--- src/rtl/jtcontra_mathbus.sv ---
// jtcontra_mathbus: CPU-side bus front end for the Konami multiplier/divider.
// Decodes an 8-byte window at BASE, turns each CPU access into a single-clock
// register strobe towards the math unit, and holds the CPU through rdy while
// the multiplier or divider results are still settling.
//
// Ports:
//   rst, clk       asynchronous active-high reset, system clock
//   cpu_cen        one-clk pulse marking the start of every CPU access
//   cpu_addr       CPU address
//   cpu_rnw        1 = read, 0 = write
//   cpu_vma        CPU address valid
//   cpu_dout       CPU write data
//   cpu_din        registered read data returned to the CPU
//   rdy            combinational ready, low stretches the current CPU cycle
//   math_cs        registered one-clk strobe to the math unit
//   math_wrn       registered, 0 marks a write strobe
//   math_addr      registered math register index
//   math_din       registered write data to the math unit
//   math_dout      math unit read data, valid one clk after a read strobe
module jtcontra_mathbus #(
  parameter logic [15:0] BASE    = 16'h0010,
  parameter int unsigned DIV_LAT = 19,
  parameter int unsigned MUL_LAT = 2
) (
  input  logic        rst,
  input  logic        clk,
  input  logic        cpu_cen,
  input  logic [15:0] cpu_addr,
  input  logic        cpu_rnw,
  input  logic        cpu_vma,
  input  logic [7:0]  cpu_dout,
  output logic [7:0]  cpu_din,
  output logic        rdy,
  output logic        math_cs,
  output logic        math_wrn,
  output logic [2:0]  math_addr,
  output logic [7:0]  math_din,
  input  logic [7:0]  math_dout
);

  localparam int unsigned DIV_W = (DIV_LAT > 1) ? $clog2(DIV_LAT + 1) : 1;
  localparam int unsigned MUL_W = (MUL_LAT > 1) ? $clog2(MUL_LAT + 1) : 1;

  typedef enum logic [2:0] {
    IDLE = 3'd0,
    WR   = 3'd1,
    RD   = 3'd2,
    RD2  = 3'd3,
    DONE = 3'd4
  } state_t;

  state_t           state;
  logic [DIV_W-1:0] div_cnt;
  logic [MUL_W-1:0] mul_cnt;
  logic             served;

  logic       hit;
  logic [2:0] idx;
  logic       pending;
  logic       idx_lo;   // product registers 0..1
  logic       idx_mid;  // divider registers 2..5
  logic       div_busy;
  logic       mul_busy;
  logic       stall;

  // Address decode and stall qualification for the access on the bus
  always_comb begin
    hit      = cpu_vma && (cpu_addr[15:3] == BASE[15:3]);
    idx      = cpu_addr[2:0];
    pending  = hit && !served;
    idx_lo   = (idx[2:1] == 2'b00);
    idx_mid  = !idx_lo && (idx[2:1] != 2'b11);
    div_busy = (div_cnt != '0);
    mul_busy = (mul_cnt != '0);
    stall    = 1'b0;
    if (!cpu_rnw) begin
      stall = idx_mid && div_busy;
    end else begin
      if (idx_lo)  stall = mul_busy || div_busy;
      if (idx_mid) stall = div_busy;
    end
  end

  assign rdy = !pending || (state == DONE);

  // Access sequencer, latency counters and served flag
  always_ff @(posedge clk or posedge rst) begin
    if (rst) begin
      state     <= IDLE;
      math_cs   <= 1'b0;
      math_wrn  <= 1'b1;
      math_addr <= 3'd0;
      math_din  <= 8'd0;
      cpu_din   <= 8'hFF;
      div_cnt   <= '0;
      mul_cnt   <= '0;
      served    <= 1'b0;
    end else begin
      // A new cpu_cen wins over completion so an access starting during DONE is not lost
      if (cpu_cen || !hit) begin
        served <= 1'b0;
      end else if (state == DONE) begin
        served <= 1'b1;
      end

      // Only the register-5 write starts a division; register 4 does not
      if (state == WR && math_addr == 3'd5) begin
        div_cnt <= DIV_W'(DIV_LAT);
      end else if (div_busy) begin
        div_cnt <= div_cnt - DIV_W'(1);
      end

      if (state == WR && math_addr[2:1] == 2'b00) begin
        mul_cnt <= MUL_W'(MUL_LAT);
      end else if (mul_busy) begin
        mul_cnt <= mul_cnt - MUL_W'(1);
      end

      case (state)
        IDLE: begin
          if (pending && !stall) begin
            if (!cpu_rnw) begin
              math_cs   <= 1'b1;
              math_wrn  <= 1'b0;
              math_addr <= idx;
              math_din  <= cpu_dout;
              state     <= WR;
            end else if (idx[2:1] != 2'b11) begin
              math_cs   <= 1'b1;
              math_wrn  <= 1'b1;
              math_addr <= idx;
              state     <= RD;
            end else begin
              // Registers 6..7 are unmapped in the math unit
              cpu_din <= 8'hFF;
              state   <= DONE;
            end
          end
        end
        WR: begin
          math_cs  <= 1'b0;
          math_wrn <= 1'b1;
          state    <= DONE;
        end
        RD: begin
          math_cs <= 1'b0;
          state   <= RD2;
        end
        RD2: begin
          cpu_din <= math_dout;
          state   <= DONE;
        end
        DONE: begin
          state <= IDLE;
        end
        default: begin
          state <= IDLE;
        end
      endcase
    end
  end

endmodule
--- config.mk ---
export PLATFORM = sky130hd
export DESIGN_NAME = jtcontra_mathbus
export DESIGN_NICKNAME = d
export VERILOG_FILES = /design/src/rtl/jtcontra_mathbus.sv
export SDC_FILE = /design/constraint.sdc
export NUM_CORES = 1
export LEC_CHECK = 0
export BUFFER_PORTS_ARGS = -buffer_cell sky130_fd_sc_hd__buf_2
export CORE_UTILIZATION = 45
export CTS_BUF_LIST = sky130_fd_sc_hd__clkbuf_2 sky130_fd_sc_hd__clkbuf_4 sky130_fd_sc_hd__clkbuf_8
export CTS_CLUSTER_DIAMETER = 150
export DETAILED_ROUTE_END_ITERATION = 6
export HOLD_SLACK_MARGIN = 0.08
export PLACE_DENSITY = 0.77
export SYNTH_ARGS = -nofsm -noshare
export SYNTH_HDL_FRONTEND = slang
export SYNTH_SLANG_ARGS = --single-unit
--- constraint.sdc ---
create_clock -name clk -period 2.2 [get_ports clk]
set_input_delay 0.22 -clock clk [delete_from_list [all_inputs] [get_ports clk]]
set_output_delay 0.22 -clock clk [all_outputs]
set_load 0.1 [all_outputs]
==> metrics.md <==
| Metric | Value |
|---|---|
| ANT cells | 0 |
| Core area | 3130 sq um |
| Slew Viols, Final | 0 |
| FF+latch count, synth | 32 |
| Initial core utilization | 0.488 |
| Multi-input logic area | 683 sq um |
| FF-to-FF path depth | 7 |
| Post-layout power | 1.48 mW |
| Met3 Usage GRT | 0.0736 |
| Synth warn | 0 |
| # IOs | 59 |
| Worst setup startpoint | div_cnt[0] |
| Vias in the first global route | 1280 |
| First-pass GRT wire length | 5710 um |
| Die ar. | 3630 sq um |
| Die Wd | 60.2 um |
| Worst slew margin | 0.675 |
| Via count | 1269 |
| Final Hold Viols | 0 |
| Sequential area share after synthesis | 0.532 |
| Worst clock skew | 9.91 ps |
| Antenna Nets Post-Route | 0 |
| Critical path class | reg -> reg |
| Period utilization | 0.969 |
| Final setup violation count | 0 |
| Max rail drop VDD | 0.442 mV |
| Min-Delay Path Class | in -> reg |
| Netlist Area Pre-Place | 1530 sq um |
| Dominant synthesized flop cell | dfrtp_1 |
| Fill cell count | 260 |
| Total gr overflow | 0 |
| Routed WL | 3470 um |
| Slew @ Worst Pin | 490 ps |
| Row count | 20 |
| Busiest grt layer | met2 |
| DRT Pass-1 Iters | 4 |
| Most common cell after layout, fill and taps aside | buf_2 |
| Post-DP HPWL | 2380 um |
| Initial antenna violation count | 0 |
| EDFF count, synth | 0 |
| RR Endpoint | math_addr[0] |
| Share of synthesized registers carrying an async set or reset | 1.00 |
| Post-Syn Instances | 127 |
| Placer congestion estimate | 0.819 |
| CTS sink cnt | 32 |
| Clock buffer depth | 2 |
| Share of cells above drive strength 1 | 0.527 |
| Crit Path Max Fanout | 4 |
| Critical Path AT | 2370 ps |
| Syn nets | 169 |
| Pleak | 1.07 nW |
| Initial DRC Count | 56 |
| Grt met1 use | 0.263 |
| FF-to-FF setup slack | 70 ps |
| Num CTS Buffers | 5 |
| Largest net degree at the start of global routing | 33 |
| Crit end category | flop |
| Total GRT Usage | 0.219 |
| Number of I/O port buffers | 58 |
| Critical Path Start Type | flop |
| Critical path data required time | 2440 ps |
| Die H | 60.2 um |
| Clk slew on worst S/H paths | 110 ps |
| Root buffer cell | clkbuf_4 |
| Commonest cells after routing, fill and taps aside | buf_2, dfrtp_1, buf_4, nor2_1, dfstp_2 |
| Critical Path End | math_addr[0] |
| Met2 Use GR | 0.358 |
| H-Tree Depth | 2 |
| Pwr/cell area | 716 nW/um^2 |
| FF/Latch Area | 812 sq um |
| Fmax | 0.469 GHz |
| Drt drc | 0 |
| Final TNS setup | 0 ps |
| Max-cap violations | 0 |
| Wire per inst | 14.0 um |
| Vias per cell | 5.14 |
| Fin nets | 244 |
| Area delta synth->final | 35.0% |
| Clock Latency Late Sink | 340 ps |
| Synth unique cells | 37 |
| WHS | 111 ps |
| Outcome | complete, no violations |
| Worst R2R Start | div_cnt[0] |
| Mean post-synth cell area | 12.0 sq um |
| CTS tree | built |
| Fin crit period | 2130 ps |
## layer usage
| metal | part of all wire | up-vias |
|---|---|---|
| li1 | - | 607 |
| met4 | 0.016 | 0 |
| met5 | 0 | - |
| met3 | 0.062 | 5 |
| met1 | 0.44 | 605 |
| met2 | 0.49 | 52 |
## critical path, stage by stage (launching register included)
cell and delay, ps:
dfrtp_1 420, inv_2 80, ha_2 180, nor4b_4 240, a21oi_2 100, or3_4 410, a211o_4 310, mux2_4 300
## cells in the mapped netlist, types with 3 or more instances
master	n	area share
mux2_2	7	0.052
or2_2	3	0.012
mux2_4	3	0.030
o22a_1	8	0.046
nand2_1	6	0.015
or3_1	4	0.016
dfrtp_1	23	0.38
dfstp_2	9	0.15
o21ai_0	3	0.0098
inv_1	8	0.020
nand3_1	3	0.0098
nor2_1	9	0.022
ha_1	5	0.041
nor3_1	4	0.013
## per-stage QoR
step / setup slack, ps / cells / utilization / instance area, sq um
final: 68.1 / 247 / 0.659 / 2060
after detailed placement: -71.4 / 231 / 0.605 / 1890
after global routing: -3.41 / 247 / 0.659 / 2060
after floorplan: 24.6 / 127 / - / 1530
after CTS: 9.90 / 243 / 0.649 / 2030
after global placement: 48.6 / 231 / 0.605 / 1890
## final cells by class
| type | count | area share |
|---|---|---|
| Clock buffer | 7 | 0.0316 |
| Clock inverter | 1 | 0.0146 |
| Inverter | 8 | 0.0146 |
| Multi-Input combinational cell | 85 | 0.332 |
| Sequential cell | 32 | 0.394 |
| Tap cell | 44 | 0.0267 |
| Timing Repair Buffer | 70 | 0.187 |
## state kept, by name, indices dropped and copies added (netlist names)
| name | count |
|---|---|
| math_addr | 3 |
| math_wrn | 1 |
| state | 3 |
| math_cs | 1 |
| cpu_din | 8 |
| served | 1 |
| math_din | 8 |
| div_cnt | 5 |
| mul_cnt | 2 |
## worst min-delay path by stage
stage / endpoint / startpoint / cells after the start / slack (ps)
after floorplan: served / cpu_cen / 1 / 290
after global placement: math_din[2] / rst / 3 / 310
after detailed placement: div_cnt[0] / rst / 3 / 330
after CTS: math_din[0] / cpu_dout[0] / 2 / 100
after global routing: cpu_din[5] / math_dout[5] / 2 / 80
final: cpu_din[7] / math_dout[7] / 2 / 110
## power breakdown
part | switching (mW) | leakage (nW) | internal (mW) | total, mW
logic | 0.185 | 0.608 | 0.133 | 0.319
clock network | 0.208 | 0.0515 | 0.302 | 0.510
registers | 0.0181 | 0.407 | 0.629 | 0.647
## kinds of logic (layout without fill, tap and decap cells)
logic type,after synthesis,after routing,synth area share
and+or+nand+nor,43,43,0.173
DFF,32,32,0.532
AOI/OAI and AO/OA,22,22,0.116
muxes,13,13,0.102
buffers and inverters,10,86,0.0254
adders and majority gates,5,5,0.0410
xor gates and xnor gates,2,2,0.0115
## what timing repair did
action | CTS | global route
pin swaps | 1 | 3
hold buffers | 2 | 0
hold endpoints to repair | 24 | 0
buffers inserted | 2 | 4
endpoints found under the setup margin | 11 | 19
gates cloned | 0 | 0
resized for setup | 2 | 2
Power figures use the tool's default switching activity.
